--- config.mk ---
export PLATFORM = sky130hd
export DESIGN_NAME = pipe_shifter
export DESIGN_NICKNAME = d
export VERILOG_FILES = /design/src/rtl/shifter_pkg.sv /design/src/rtl/shift_stage.sv /design/src/rtl/pipe_shifter.sv
export SDC_FILE = /design/constraint.sdc
export NUM_CORES = 1
export LEC_CHECK = 0
export CELL_PAD_IN_SITES_DETAIL_PLACEMENT = 2
export CELL_PAD_IN_SITES_GLOBAL_PLACEMENT = 2
export CORE_MARGIN = 5
export CORE_UTILIZATION = 36
export DETAILED_ROUTE_END_ITERATION = 16
export PLACE_DENSITY = 0.95
export SYNTH_ARGS = -nofsm -noshare
export SYNTH_HDL_FRONTEND = slang
export SYNTH_SLANG_ARGS = --single-unit
--- constraint.sdc ---
create_clock -name clk -period 2.31 [get_ports clk]
set_clock_uncertainty 0.05 [all_clocks]
set_input_delay 0.3465 -clock clk [delete_from_list [all_inputs] [get_ports clk]]
set_output_delay 0.3465 -clock clk [all_outputs]
set_load 0.05 [all_outputs]
--- src/rtl/shifter_pkg.sv ---
// Shared types for the pipelined barrel shifter.
// Latency: n/a (types only).
// Backpressure: n/a (types only).
package shifter_pkg;

    // Operation select carried alongside each operand through the pipeline.
    typedef enum logic [1:0] {
        MODE_SLL = 2'b00,
        MODE_SRA = 2'b01,
        MODE_ROR = 2'b10,
        MODE_SRL = 2'b11
    } mode_t;

endpackage

--- src/rtl/shift_stage.sv ---
// One registered log-shift stage: shifts by 2**K when shamt[K] is set.
// Latency: 1 cycle.
// Backpressure: in_ready = !out_valid || out_ready; holds payload while stalled.
//
// Ports:
//   clk, rst_n              clock, synchronous active-low reset
//   in_valid/in_ready       upstream handshake
//   in_data/in_shamt/in_mode/in_carry    payload from the previous stage
//   out_valid/out_ready     downstream handshake
//   out_data/out_shamt/out_mode/out_carry registered payload to the next stage
module shift_stage
    import shifter_pkg::*;
#(
    parameter  int WIDTH   = 16,
    parameter  int K       = 0,
    localparam int SHAMT_W = $clog2(WIDTH)
) (
    input  logic               clk,
    input  logic               rst_n,
    input  logic               in_valid,
    output logic               in_ready,
    input  logic [WIDTH-1:0]   in_data,
    input  logic [SHAMT_W-1:0] in_shamt,
    input  mode_t              in_mode,
    input  logic               in_carry,
    output logic               out_valid,
    input  logic               out_ready,
    output logic [WIDTH-1:0]   out_data,
    output logic [SHAMT_W-1:0] out_shamt,
    output mode_t              out_mode,
    output logic               out_carry
);

    localparam int S = 1 << K;

    logic [WIDTH-1:0] shifted;
    logic             shift_carry;

    // The carry is the last bit to cross the edge in this stage. SRA keeps
    // bit WIDTH-1 intact in every stage, so the original sign survives to
    // later stages without being carried separately. For ROR the carry is
    // the new MSB, which is the old bit S-1. An inactive stage passes the
    // incoming carry through so the last active stage decides it.
    always_comb begin
        shifted     = in_data;
        shift_carry = in_carry;
        if (in_shamt[K]) begin
            case (in_mode)
                MODE_SLL: begin
                    shifted     = in_data << S;
                    shift_carry = in_data[WIDTH-S];
                end
                MODE_SRA: begin
                    shifted     = $signed(in_data) >>> S;
                    shift_carry = in_data[S-1];
                end
                MODE_ROR: begin
                    shifted     = (in_data >> S) | (in_data << (WIDTH - S));
                    shift_carry = in_data[S-1];
                end
                default: begin
                    shifted     = in_data >> S;
                    shift_carry = in_data[S-1];
                end
            endcase
        end
    end

    assign in_ready = !out_valid || out_ready;

    always_ff @(posedge clk) begin
        if (!rst_n) begin
            out_valid <= 1'b0;
            out_data  <= '0;
            out_shamt <= '0;
            out_mode  <= MODE_SLL;
            out_carry <= 1'b0;
        end else if (in_ready) begin
            // An empty slot upstream becomes a bubble here; payload only
            // moves on a real transfer.
            out_valid <= in_valid;
            if (in_valid) begin
                out_data  <= shifted;
                out_shamt <= in_shamt;
                out_mode  <= in_mode;
                out_carry <= shift_carry;
            end
        end
    end

endmodule

--- src/rtl/pipe_shifter.sv ---
// Pipelined barrel shifter (SLL/SRA/ROR/SRL) with carry-out and zero flag.
// Latency: SHAMT_W = $clog2(WIDTH) cycles (4 at WIDTH=16), one result per cycle.
// Backpressure: per-stage valid/ready; bubbles collapse, output held while !out_ready.
//
// Ports:
//   clk, rst_n                      clock, synchronous active-low reset
//   in_valid/in_ready               operand handshake (in_ready has no in_valid path)
//   in_data, in_shamt, in_mode      operand, shift amount, 00 SLL 01 SRA 10 ROR 11 SRL
//   out_valid/out_ready             result handshake
//   out_data, out_carry, out_zero   result, last bit shifted out, result == 0
// WIDTH must be a power of two and at least 4.
module pipe_shifter
    import shifter_pkg::*;
#(
    parameter  int WIDTH   = 16,
    localparam int SHAMT_W = $clog2(WIDTH)
) (
    input  logic               clk,
    input  logic               rst_n,
    input  logic               in_valid,
    output logic               in_ready,
    input  logic [WIDTH-1:0]   in_data,
    input  logic [SHAMT_W-1:0] in_shamt,
    input  logic [1:0]         in_mode,
    output logic               out_valid,
    input  logic               out_ready,
    output logic [WIDTH-1:0]   out_data,
    output logic               out_carry,
    output logic               out_zero
);

    // Index k is the boundary feeding stage k; index SHAMT_W is the output.
    logic               st_valid [0:SHAMT_W];
    logic               st_ready [0:SHAMT_W];
    logic [WIDTH-1:0]   st_data  [0:SHAMT_W];
    logic [SHAMT_W-1:0] st_shamt [0:SHAMT_W];
    mode_t              st_mode  [0:SHAMT_W];
    logic               st_carry [0:SHAMT_W];

    assign st_valid[0]       = in_valid;
    assign st_data[0]        = in_data;
    assign st_shamt[0]       = in_shamt;
    assign st_mode[0]        = mode_t'(in_mode);
    assign st_carry[0]       = 1'b0;
    assign st_ready[SHAMT_W] = out_ready;
    assign in_ready          = st_ready[0];

    for (genvar k = 0; k < SHAMT_W; k++) begin : g_stage
        shift_stage #(
            .WIDTH (WIDTH),
            .K     (k)
        ) u_stage (
            .clk       (clk),
            .rst_n     (rst_n),
            .in_valid  (st_valid[k]),
            .in_ready  (st_ready[k]),
            .in_data   (st_data[k]),
            .in_shamt  (st_shamt[k]),
            .in_mode   (st_mode[k]),
            .in_carry  (st_carry[k]),
            .out_valid (st_valid[k+1]),
            .out_ready (st_ready[k+1]),
            .out_data  (st_data[k+1]),
            .out_shamt (st_shamt[k+1]),
            .out_mode  (st_mode[k+1]),
            .out_carry (st_carry[k+1])
        );
    end

    assign out_valid = st_valid[SHAMT_W];
    assign out_data  = st_data[SHAMT_W];
    assign out_carry = st_carry[SHAMT_W];
    assign out_zero  = (out_data == '0);

    // Shift amount and mode are fully consumed by the last stage.
    logic unused_tail;
    assign unused_tail = ^{st_shamt[SHAMT_W], st_mode[SHAMT_W]};

endmodule

## Word-level counts from Yosys, hierarchy flattened

Index checks and enable logic that the tools add are counted.

- Input port bits: 26
- Logic and storage cells: 63
- Output and inout port bits: 20
- Bits in registers: 90

- Multiplexer cells: 16
- Equality and inequality tests: 8
- Bitwise gates (word level): 4
- Reduce and logical (&&, ||, !) cells: 17

Operators by type and width:

| operator | count |
|---|---|
| 16-bit case mux with 3 select lines | 4 |
| 16-bit 2-to-1 mux | 4 |
| 16-bit logical NOT | 1 |
| 12-bit by 16-bit OR with 16-bit output | 1 |
| 14-bit by 16-bit OR with 16-bit output | 1 |
| 15-bit by 16-bit OR with 16-bit output | 1 |
| 8-bit by 16-bit OR with 16-bit output | 1 |
| 2-bit by 1-bit == test with 1-bit output (second input constant) | 4 |
| 2-bit == test (second input constant) | 4 |
| 2-bit logical NOT | 4 |
| 1-bit 2-to-1 mux | 8 |
| 2-bit AND reduction | 4 |
| 1-bit logical NOT | 4 |
| 1-bit logical OR | 4 |

## Depth between registers and ports, before layout

- Depth in word-level cells: 6
- Mapped depth: 7
- Depth with buffers taken out: 4

## Modules after synthesis

From an unflattened synthesis, not the netlist that was laid out.

- Cells, all modules: 640
- Area total of the unflattened synthesis: 5380.2 um2

Modules (own cells, without submodules):

| module | instances | seq. area each (um2) | cells each | area each (um2) |
|---|---|---|---|---|
| shift_stage at g_stage[0].u_stage | 1 | 480.5 | 169 | 1387.6 |
| shift_stage at g_stage[1].u_stage | 1 | 480.5 | 165 | 1387.6 |
| shift_stage at g_stage[2].u_stage | 1 | 480.5 | 163 | 1318.8 |
| shift_stage at g_stage[3].u_stage | 1 | 480.5 | 137 | 1248.7 |
| pipe_shifter | 1 | 0.0 | 6 | 37.5 |

## Worst setup path after synthesis

Ideal clock, no wire load.

- Path kind: register -> output
- Start: register g_stage[3].u_stage.out_valid
- End: output port in_ready
- Path buffers: 0
- Arrival time: 1.319 ns
- Slack: 0.594 ns
- Stages on the path, launching flop included: 3
- Required time: 1.914 ns
- Path through: dfxtp_1 -> and4b_1 -> nand2_1

- Word-level cells in the longest chain between the ends: 5

RTL lines:

| item | RTL line | RTL |
|---|---|---|
| start, declared | shift_stage.sv:26 | `output logic out_valid,` |
| start signal, assigned | shift_stage.sv:81 | `out_valid <= in_valid;` |
| 1-bit logical NOT | shift_stage.sv:69 | `assign in_ready = !out_valid \|\| out_ready;` |
| 1-bit logical OR (4 in a row) | shift_stage.sv:69 |  |
| end, declared | pipe_shifter.sv:21 | `output logic in_ready,` |

Every way passes these cells.

## Worst setup path in the final report

- Start: register g_stage[1].u_stage.out_mode[1]
- End: register g_stage[2].u_stage.out_data[11]

- Word-level cells in the longest chain between the ends: 3
- Elaborated cells between the ends (all ways): 5
- Those cells by class: 2 x eq/ne; 2 x mux; 1 x reduce/logical

RTL lines:

| item | RTL line | RTL |
|---|---|---|
| start, declared | shift_stage.sv:30 | `output mode_t out_mode,` |
| start signal, assigned | shift_stage.sv:85 | `out_mode <= in_mode;` |
| 2-bit == test, or another cell as far along | shift_stage.sv:48 | `case (in_mode)` |
| 16-bit case mux with 3 select lines (*) | shift_stage.sv:48 |  |
| 16-bit 2-to-1 mux (*) | shift_stage.sv:47 | `if (in_shamt[K]) begin` |
| end signal, assigned | shift_stage.sv:83 | `out_data <= shifted;` |
| end, declared | shift_stage.sv:28 | `output logic [WIDTH-1:0] out_data,` |

Mark *: on every way between the ends. The rest lies on a longest branch, timed or not.
A chain may end at the register's enable or synchronous reset.

==> metrics.csv <==
metric;value;unit
Resize count post-CTS;0;
largest net degree at the start of global routing;49;
GRT overflow;0;
syn nets;571;
worst reg2reg path depth;4;
Post-CTS Setup Inserts;0;
min Tclk post-route;2030;ps
clk root buf;clkbuf_16;
Die Wd;121;microns
pre-CTS WS;155;ps
Data required, critical path;2550;ps
count of flip-flops with a built-in enable after synthesis;0;
clock latency on the worst-skew pair;350;ps
PwrDens;683;mW/mm^2
TritonCTS Buffers;9;
setup TNS;0;ps
Levels on crit path;4;
CP startpoint;g_stage[1].u_stage.out_mode[1]$_SDFFE_PN0P_;
PortBufs;45;
full die area;0.0146;sq mm
Slew Viols, Final;0;
clock buffer depth;2;
Pleak;0.00182;uW
top cells by count, synth;nand2_1, dfxtp_1, o21ai_0, a311oi_1, nand3_1;
core area;0.0120;sq mm
post-detail-place hpwl;11.2;mm
WL/cell;24.6;microns
RSZ-0062 raised after global routing;no;
FP Rows;40;
CTS Hold Bufs;0;
Hold Path Cell Cnt;2;
crit start category;flop;
final wirelength;17.7;mm
crit path to;g_stage[2].u_stage.out_data[11]$_SDFFE_PN0P_;
register area share after synthesis;38.1;%
total number of vias;4424;
Antenna Cells;0;
clock tree from TritonCTS;done;
crit end category;flop;
FF-to-FF setup slack;280;ps
total clock sinks;84;
drt first pass iters;4;
final net count;592;
DR vias/cell;6.16;
hold path startpoint;rst_n;
antenna viol nets, final;0;
Area contributors post-synth;dfxtp_1, nand2_1, a311oi_1;
CTS clk-pin slew, worst paths;80;ps
first-pass GRT wire length;28.5;mm
Worst Path Max Fanout;13;
Yosys top cell area share;38.1;%
status;complete, no violations;
Cell variety after synth;44;
Slew @ Worst Pin;877;ps
top achievable clock speed;493;MHz
DRC viols;0;
slowest cell delay on critical path;670;ps
Final Cycle Share;87.8;%
crit path DAT;2270;ps
routability cong.;0.851;
vias in the first global route;4896;
H-tree Lvls;3;
Hold Vio Cnt, Final;0;
critical path cell sequence;or2_1 -> nand2_1 -> a311oi_1 -> a31o_2;
yosys warns;0;
family with the most delay on the worst path;flip-flops;
initial cell density of the core;36.8;%
overall global routing resource usage;24.9;%
die height;121;microns
initial DRC count;305;
setup ws final;281;ps
Hold/Removal Path Class;primary input to flop;
I/O pins;46;
worst r2r dst;g_stage[2].u_stage.out_data[11]$_SDFFE_PN0P_;
worst flop-to-flop path startpoint;g_stage[1].u_stage.out_mode[1]$_SDFFE_PN0P_;
total of max-cap violations;0;
final core utilization;43.7;%
Critical-path top delay cell;dfxtp_1;
Avg Cell Area, Syn;8.10;sq um
Most used DFF post-synth;dfxtp_1;
Layout area overhead;18.9;%
#FFs+latches synth;84;
relative slew slack;41.4;%
Setup CP Type;flop to flop;
Synth area leader;dfxtp_1;
worst vdd ir;0.280;mV
Buf/Inv on CP;0;
post-synthesis cell count;545;
cell with the most instances after synthesis;nand2_1;
share of post-route cells with drive strength above 1;12.4;%
asr flop ratio synth;0;%
antenna violations before repair;0;
Mapped Area;0.00441;sq mm
Final setup viols;0;
report_power, final:
group          leakage, uW  total [uW]  internal [uW]  switching [uW]
Clock             0.000146        1540            874             662
Sequential        0.000685        1590           1510            84.6
Combinational     0.000991         459            180             279
sequential cells by signal (all words and copies together) (netlist names):
name / flops
g_stage.u_stage.out_shamt: 6
g_stage.u_stage.out_carry: 4
g_stage.u_stage.out_valid: 4
g_stage.u_stage.out_mode: 6
g_stage.u_stage.out_data: 64
cells by family after synthesis:
| kind of cell | Yosys count | synth area share (%) |
|---|---|---|
| buf+inv | 59 | 6.92 |
| simple gates | 224 | 24.5 |
| compound gates | 169 | 28.4 |
| mux | 9 | 2.13 |
| flops | 84 | 38.1 |
area by class of cell:
class | instances | area (sq um)
clock buffers | 11 | 243
clock inverters | 5 | 60.1
fillers | 1323 | 6760
inverters | 5 | 18.8
multi-input cells | 402 | 2430
flip-flops and latches | 84 | 1680
well taps | 147 | 184
repair buffers | 64 | 633
through the flow:
step	cell area, sq um	std cells	total power, uW	hold WS [ps]
final	5250	718	3580	377
after global routing	5250	718	3680	382
after CTS	5250	718	3590	365
after detailed placement	4940	702	2050	410
after global placement	4940	702	2010	395
after floorplan	4410	545	1870	380
cell usage in the layout, fill, tap and decap left out, types with 2 or more instances in the layout:
cell type,count
a21boi_0,16
or2_1,3
a31o_2,24
and3_1,10
inv_1,5
o211a_1,3
nor4_1,4
a32oi_1,3
nand2_1,108
a31o_1,3
nor2_1,18
o21ai_0,44
nor2b_1,15
nor2_2,2
buf_4,17
nand3b_1,3
nand2b_1,10
o31ai_1,10
o211ai_1,8
nand3_1,34
dfxtp_1,84
a21oi_1,5
o221ai_1,4
mux2i_1,6
mux2_2,3
nor3b_1,12
clkdlybuf4s50_1,42
a21boi_1,4
buf_12,4
a311oi_1,38
clkbuf_16,9
worst min-delay path by stage:
stage                                                         to  slack [ps]
global route         g_stage[1].u_stage.out_mode[0]$_SDFFE_PN0P_         380
detailed placement  g_stage[0].u_stage.out_shamt[3]$_SDFFE_PN0P_         410
finish               g_stage[1].u_stage.out_mode[0]$_SDFFE_PN0P_         380
CTS                  g_stage[1].u_stage.out_mode[0]$_SDFFE_PN0P_         360
global placement    g_stage[0].u_stage.out_shamt[3]$_SDFFE_PN0P_         400
floorplan           g_stage[0].u_stage.out_shamt[2]$_SDFFE_PN0P_         380
routing by layer:
layer	vias up	GRT usage, %	wire length, microns
met5	-	0	0
met4	0	8.85	481
met3	39	3.55	522
met2	117	47.6	9600
met1	2237	27.9	7060
li1	2031	-	-
Note: power is estimated with default switching activity, not from simulation.
